`config.mk`:
```
export PLATFORM = sky130hd
export DESIGN_NAME = fast_accel_mac_pipe
export DESIGN_NICKNAME = d
export VERILOG_FILES = /design/src/rtl/fast_accel_mac_pkg.sv /design/src/rtl/fast_accel_mac_dly.sv /design/src/rtl/fast_accel_mac_pipe.sv
export SDC_FILE = /design/constraint.sdc
export NUM_CORES = 1
export LEC_CHECK = 0
export ABC_AREA = 0
export ABC_CLOCK_PERIOD_IN_PS = 7350
export BUFFER_PORTS_ARGS = -buffer_cell sky130_fd_sc_hd__buf_2
export CAP_MARGIN = 20
export CORE_MARGIN = 4
export CORE_UTILIZATION = 35
export CTS_CLUSTER_SIZE = 16
export DETAILED_ROUTE_END_ITERATION = 16
export GPL_TIMING_DRIVEN = 0
export PLACE_DENSITY = 0.57
export SLEW_MARGIN = 20
export SYNTH_ARGS = -nofsm -noshare
export SYNTH_HDL_FRONTEND = slang
export SYNTH_SLANG_ARGS = --single-unit
```
`constraint.sdc`:
```
create_clock -name clk -period 7.35 [get_ports clk]
set_input_delay 0.3675 -clock clk [delete_from_list [all_inputs] [get_ports clk]]
set_output_delay 0.3675 -clock clk [all_outputs]
set_load 0.02 [all_outputs]
```
`src/rtl/fast_accel_mac_pkg.sv`:
```
// Shared types, limits and saturation helpers for the fast_accel multiply/MAC pipeline.
package fast_accel_mac_pkg;

    localparam int NUM_STAGE_MIN = 3;
    localparam int NUM_STAGE_MAX = 8;
    // Widest intermediate the saturation helpers accept; callers size-extend into it.
    localparam int SAT_W = 128;

    typedef struct packed {
        logic valid;
        logic acc_en;
        logic acc_clr;
    } sideband_t;

    typedef struct packed {
        logic [SAT_W-1:0] value;
        logic             sat;
    } sat_res_t;

    // Clip a sign-extended value to the two's complement range of out_w bits.
    function automatic sat_res_t sat_signed(input logic [SAT_W-1:0] r, input int unsigned out_w);
        logic signed [SAT_W-1:0] v;
        logic signed [SAT_W-1:0] hi;
        logic signed [SAT_W-1:0] lo;
        sat_res_t res;
        v = $signed(r);
        hi = $signed((SAT_W'(1) << (out_w - 1)) - SAT_W'(1));
        lo = ~hi;
        res.value = r;
        res.sat = 1'b0;
        if (v > hi) begin
            res.value = hi;
            res.sat = 1'b1;
        end else if (v < lo) begin
            res.value = lo;
            res.sat = 1'b1;
        end
        return res;
    endfunction

    // Clip a zero-extended value to 0 .. 2^out_w-1.
    function automatic sat_res_t sat_unsigned(input logic [SAT_W-1:0] r, input int unsigned out_w);
        logic [SAT_W-1:0] hi;
        sat_res_t res;
        hi = (SAT_W'(1) << out_w) - SAT_W'(1);
        res.value = r;
        res.sat = 1'b0;
        if (r > hi) begin
            res.value = hi;
            res.sat = 1'b1;
        end
        return res;
    endfunction

endpackage

```
`src/rtl/fast_accel_mac_dly.sv`:
```
// Clock-enabled delay line with synchronous reset; DEPTH=0 degenerates to a wire.
module fast_accel_mac_dly #(
    parameter int DEPTH = 1,
    parameter int WIDTH = 8
) (
    input  logic             clk,
    input  logic             reset,
    input  logic             ce,
    input  logic [WIDTH-1:0] d,
    output logic [WIDTH-1:0] q
);

    generate
        if (DEPTH == 0) begin : g_pass
            logic unused_ctrl;
            assign unused_ctrl = ^{clk, reset, ce};
            assign q = d;
        end else begin : g_line
            logic [WIDTH-1:0] line [DEPTH];

            // NOTE: every entry is reset, not just a valid column, because the valid
            // bit travels packed inside each word and must never come out stale.
            always_ff @(posedge clk) begin
                if (reset) begin
                    for (int i = 0; i < DEPTH; i++) line[i] <= '0;
                end else if (ce) begin
                    line[0] <= d;
                    for (int i = 1; i < DEPTH; i++) line[i] <= line[i-1];
                end
            end

            assign q = line[DEPTH-1];
        end
    endgenerate

endmodule

```
`src/rtl/fast_accel_mac_pipe.sv`:
```
// Pipelined multiply / multiply-accumulate with rounding shift and saturating output.
module fast_accel_mac_pipe
    import fast_accel_mac_pkg::*;
#(
    parameter int A_WIDTH   = 16,
    parameter int B_WIDTH   = 16,
    parameter int A_SIGNED  = 0,
    parameter int B_SIGNED  = 0,
    parameter int NUM_STAGE = 4,
    parameter int ACC_WIDTH = 48,
    parameter int SHIFT     = 0,
    parameter int OUT_WIDTH = 32
) (
    input  logic                 clk,
    input  logic                 reset,
    input  logic                 ce,
    input  logic                 in_valid,
    input  logic [A_WIDTH-1:0]   din0,
    input  logic [B_WIDTH-1:0]   din1,
    input  logic                 acc_en,
    input  logic                 acc_clr,
    output logic                 out_valid,
    output logic [OUT_WIDTH-1:0] dout,
    output logic                 sat
);

    localparam bit RES_SIGNED = (A_SIGNED != 0) || (B_SIGNED != 0);
    localparam int PROD_W     = A_WIDTH + B_WIDTH;
    localparam int R_W        = ACC_WIDTH + 1;
    localparam int SB_W       = $bits(sideband_t);
    localparam int DLY_W      = PROD_W + SB_W;
    localparam logic [R_W-1:0] ROUND = (R_W'(1) << SHIFT) >> 1;

    generate
        if (NUM_STAGE < NUM_STAGE_MIN || NUM_STAGE > NUM_STAGE_MAX) begin : g_chk_stage
            $error("fast_accel_mac_pipe: NUM_STAGE out of range");
        end
        if (ACC_WIDTH < PROD_W || ACC_WIDTH >= SAT_W) begin : g_chk_acc
            $error("fast_accel_mac_pipe: ACC_WIDTH out of range");
        end
        if (SHIFT < 0 || SHIFT >= ACC_WIDTH) begin : g_chk_shift
            $error("fast_accel_mac_pipe: SHIFT out of range");
        end
    endgenerate

    logic [A_WIDTH-1:0] a_s1;
    logic [B_WIDTH-1:0] b_s1;
    sideband_t          sb_s1;
    logic [PROD_W-1:0]  prod_s2;
    sideband_t          sb_s2;
    logic [PROD_W-1:0]  prod_d;
    sideband_t          sb_d;
    logic [DLY_W-1:0]   dly_q;
    logic signed [PROD_W-1:0] a_ext;
    logic signed [PROD_W-1:0] b_ext;
    logic [ACC_WIDTH-1:0] acc;
    logic [ACC_WIDTH-1:0] p_ext;
    logic [ACC_WIDTH-1:0] acc_next;
    logic [R_W-1:0]       r_sum;
    logic [R_W-1:0]       r_val;
    logic [OUT_WIDTH-1:0] dout_next;
    logic                 sat_next;

    // NOTE: sequential state uses non-blocking assignments so every stage samples
    // the previous stage's pre-edge value regardless of statement order.
    always_ff @(posedge clk) begin
        if (reset) begin
            a_s1  <= '0;
            b_s1  <= '0;
            sb_s1 <= '0;
        end else if (ce) begin
            a_s1  <= din0;
            b_s1  <= din1;
            sb_s1 <= '{valid: in_valid, acc_en: acc_en, acc_clr: acc_clr};
        end
    end

    // Operands are widened to the product width so the multiply is exact for every signedness mix.
    always_comb begin
        if (A_SIGNED != 0) a_ext = PROD_W'($signed(a_s1));
        else               a_ext = PROD_W'(a_s1);
        if (B_SIGNED != 0) b_ext = PROD_W'($signed(b_s1));
        else               b_ext = PROD_W'(b_s1);
    end

    always_ff @(posedge clk) begin
        if (reset) begin
            prod_s2 <= '0;
            sb_s2   <= '0;
        end else if (ce) begin
            prod_s2 <= a_ext * b_ext;
            sb_s2   <= sb_s1;
        end
    end

    fast_accel_mac_dly #(
        .DEPTH (NUM_STAGE - 3),
        .WIDTH (DLY_W)
    ) u_dly (
        .clk   (clk),
        .reset (reset),
        .ce    (ce),
        .d     ({prod_s2, sb_s2}),
        .q     (dly_q)
    );

    assign prod_d = dly_q[DLY_W-1:SB_W];
    assign sb_d   = dly_q[SB_W-1:0];

    // Accumulate, then round half-up in one extra bit so the +2^(SHIFT-1) cannot overflow.
    always_comb begin
        if (RES_SIGNED) p_ext = ACC_WIDTH'($signed(prod_d));
        else            p_ext = ACC_WIDTH'(prod_d);
        if (sb_d.acc_en && !sb_d.acc_clr) acc_next = acc + p_ext;
        else                              acc_next = p_ext;
        if (RES_SIGNED) r_sum = {acc_next[ACC_WIDTH-1], acc_next} + ROUND;
        else            r_sum = {1'b0, acc_next} + ROUND;
        if (RES_SIGNED) r_val = $signed(r_sum) >>> SHIFT;
        else            r_val = r_sum >> SHIFT;
    end

    generate
        if (OUT_WIDTH >= R_W) begin : g_extend
            always_comb begin
                if (RES_SIGNED) dout_next = OUT_WIDTH'($signed(r_val));
                else            dout_next = OUT_WIDTH'(r_val);
                sat_next = 1'b0;
            end
        end else begin : g_saturate
            sat_res_t         sat_res;
            logic [SAT_W-1:0] r_wide;
            logic             unused_sat_hi;
            always_comb begin
                if (RES_SIGNED) begin
                    r_wide  = SAT_W'($signed(r_val));
                    sat_res = sat_signed(r_wide, OUT_WIDTH);
                end else begin
                    r_wide  = SAT_W'(r_val);
                    sat_res = sat_unsigned(r_wide, OUT_WIDTH);
                end
                dout_next = sat_res.value[OUT_WIDTH-1:0];
                sat_next  = sat_res.sat;
            end
            assign unused_sat_hi = ^sat_res.value[SAT_W-1:OUT_WIDTH];
        end
    endgenerate

    // Bubbles only drop out_valid; dout, sat and the accumulator keep the last result.
    always_ff @(posedge clk) begin
        if (reset) begin
            acc       <= '0;
            dout      <= '0;
            sat       <= 1'b0;
            out_valid <= 1'b0;
        end else if (ce) begin
            out_valid <= sb_d.valid;
            if (sb_d.valid) begin
                dout <= dout_next;
                sat  <= sat_next;
                if (sb_d.acc_en) acc <= acc_next;
            end
        end
    end

endmodule

```
==> summary.md <==
| Metric | Value |
|---|---|
| DRC viols | `0` |
| Vias in the first global route | `14454` |
| Die ar. | `54790 µm²` |
| CP endpoint kind | `flop` |
| Ys async rst share | `0` |
| Flop2flop setup slack | `380 ps` |
| Clk buf depth | `2` |
| Area Growth Syn to Fin | `10.38%` |
| Simple-gate share of the synthesized area | `0.1869` |
| Clock skew | `15.35 ps` |
| Core box area | `50380 µm²` |
| Chip height | `234.1 µm` |
| Share of the synthesized area in the top cell type | `0.2182` |
| Chip width | `234.1 µm` |
| CP Class | `flop to flop` |
| Max frequency | `143.5 MHz` |
| CTS buffer count | `17` |
| RSZ-0062 raised after global routing | `false` |
| Leak | `0.009200 µW` |
| Post-synthesis sequential area ratio | `0.2289` |
| Boundary Pins | `72` |
| Critical path origin | `a_s1[8]` |
| Remaining antenna violation count after routing | `0` |
| Drt total wl | `52650 µm` |
| Synth Area in Compound Gates | `0.1302` |
| Maximum vdd drop | `165.7 µV` |
| Antenna diode count | `0` |
| Post-synth EDFFs | `35` |
| Pin count of the biggest net entering global routing | `36` |
| H-tree Lvls | `4` |
| Reg2reg start | `a_s1[8]` |
| Vias per std cell | `5.137` |
| Mean area per synthesized cell | `8.781 µm²` |
| Synth Area in Adders | `0.3134` |
| Cts hold-fix bufs | `0` |
| Vias | `14436` |
| PortBufs | `70` |
| Max_slew headroom | `0.2465` |
| Clock period minus worst slack | `6970 ps` |
| Site Rows | `82` |
| Total track usage | `0.1951` |
| Initial DRC Count | `1007` |
| Fin crit share | `0.9483` |
| Nets | `2494` |
| Cell taking the most area after synthesis | `fa_1` |
| Setup crit start kind | `flop` |
| Initial antenna violation count | `0` |
| RD Place Congestion | `0.9315` |
| Synth cell types | `70` |
| Largest family of logic cells by synthesized area | `adder cells` |
| Min-delay src | `acc_clr` |
| Endpoints failing hold | `0` |
| Design Power | `2771 µW` |
| Hpwl dp | `42220 µm` |
| Global route overflow | `0` |
| DRT Pass-1 Iters | `5` |
| Ratio of cells with drive above 1 in the final layout | `0.08372` |
| Post-synthesis xor/xnor area fraction | `0.02784` |
| # clock sinks | `187` |
| Syn nets | `2406` |
| Post-Syn Instances | `2037` |
| Root buffer cell | `clkbuf_16` |
| Yosys warning total | `0` |
| Placed insts | `2779` |
| Worst Tran Pin Value | `1130 ps` |
| Finish-stage setup viols | `0` |
| Status | `finished clean` |
| FF+latch count, synth | `187` |
| First-pass GRT wire length | `82300 µm` |
| Pwr/cell area | `140.3 nW/µm²` |
| CP Max Fanout | `10` |
| Min Hold Slack | `131.6 ps` |
| Slew Limit Fails | `0` |
| Post-layout util | `0.3919` |
| Synth area leaders | `fa_1 22%, dfxtp_1 17%, ha_1 9.5%` |
| Starting Density | `0.3551` |
| Top_reg_cell synth | `dfxtp_1` |
| Clk_lat worst skew | `470 ps` |
| CTS clock-pin slew for the worst setup and hold paths | `80 ps` |
| Number of max-cap violations | `0` |
| DR WL/cell | `18.74 µm` |
| CTS tree | `yes` |
| CP required | `7710 ps` |
| CP arrival | `7330 ps` |
| Hold WC Path Type | `input port to flop` |
| Final cell count without fillers | `2810` |
| Multiplexer share of the synthesized area | `0.03435` |
| Area of the mapped netlist | `17890 µm²` |
## cell families after synthesis
| kind of cell | after synthesis |
|---|---|
| simple gates | 700 |
| buf+inv | 360 |
| compound gates | 342 |
| fa+ha+maj | 331 |
| flops | 187 |
| mux | 61 |
| xor+xnor | 56 |
## area by class of cell
cell class / instances / area, µm²
flip-flops and latches: 187 / 4105
inverters: 249 / 934.6
well taps: 672 / 840.8
plain buffers: 109 / 498.0
multi-input cells: 1490 / 12400
clock inverters: 14 / 180.2
clock buffers: 18 / 429.2
fillers: 5131 / 30630
repair buffers: 71 / 357.8
## power by group
group | internal [µW] | switching [µW] | total [µW]
registers | 1090 | 60.3 | 1150
clock network | 516 | 474 | 990
logic | 234 | 392 | 625
## flip-flops by register name (all words and copies together) (netlist names)
name,flops
a_s1,16
sb_s2,3
u_dly.g_line.line,35
out_valid,1
sat,1
sb_s1,3
b_s1,16
dout,32
acc,48
prod_s2,32
## metal layers
layer | GRT usage | share of wire
met1 | 0.2558 | 0.44
met2 | 0.3282 | 0.48
met3 | 0.03256 | 0.055
met4 | 0.06517 | 0.027
met5 | 0 | 0
## cell usage after synthesis, types with 10 or more instances
library cell    n
inv_1         248
nand2_1       219
nor2_1        201
fa_1          195
and2_1        161
dfxtp_1       152
ha_1          136
clkbuf_1       93
a21oi_1        81
o21ai_0        65
mux2i_1        60
xnor2_1        38
a211oi_1       36
a21o_1         35
edfxtp_1       35
a311oi_1       22
and3_1         21
nand4_1        19
nor3_1         18
xor2_1         17
nand3_1        15
a31oi_1        13
a22o_1         12
o41ai_1        11
o21bai_1       10
## layout by cell type (no fill, tap or decap), types with 11 or more instances in the layout
cell type,synthesis,layout
inv_1,248,247
nand2_1,219,219
nor2_1,201,201
fa_1,195,195
and2_1,161,161
dfxtp_1,152,143
ha_1,136,136
a21oi_1,81,81
buf_2,5,75
o21ai_0,65,65
clkbuf_1,93,62
mux2i_1,60,60
xnor2_1,38,38
a211oi_1,36,36
a21o_1,35,35
edfxtp_1,35,35
clkbuf_2,0,30
a311oi_1,22,22
and3_1,21,21
nand4_1,19,19
nor3_1,18,18
xor2_1,17,17
clkbuf_16,0,17
nand3_1,15,15
a31oi_1,13,13
a22o_1,12,12
o41ai_1,11,11
## critical path: stages, from the launching register on
cell and delay (ps):
dfxtp_1 550, clkbuf_2 360, nand2_1 130, fa_1 570
fa_1 440, fa_1 500, fa_1 490, inv_1 50
fa_1 520, inv_1 50, fa_1 530, inv_1 40
ha_1 270, clkbuf_1 170, a21o_1 190, a21o_1 170
a21oi_1 220, o21ai_0 250, nand4_1 260, a211oi_1 140
or3_1 380, a41o_1 230, xor2_1 150, a22o_1 190
## per-stage QoR
stage	setup TNS [ps]	cell area (µm²)	setup WS, ps
finish	0	19740	380.3
global route	0	19740	13.00
CTS	0	19690	2.400
detailed placement	-65.86	19080	-65.86
global placement	-89.05	19080	-89.05
floorplan	0	17890	1056
## repair_timing
action,4_1_cts,5_1_grt
setup buffers,0,1
setup endpoints to repair,2,8
gates resized for setup,2,67
pin swaps,0,1
## final timing paths
kind	endpoint	cells after the start
worst max-delay path	prod_s2[30]	23
worst min-delay path	sb_s1[0]	3
worst max register to register	prod_s2[30]	23
worst min register to register	prod_s2[0]	2
Power figures use the tool's default switching activity.
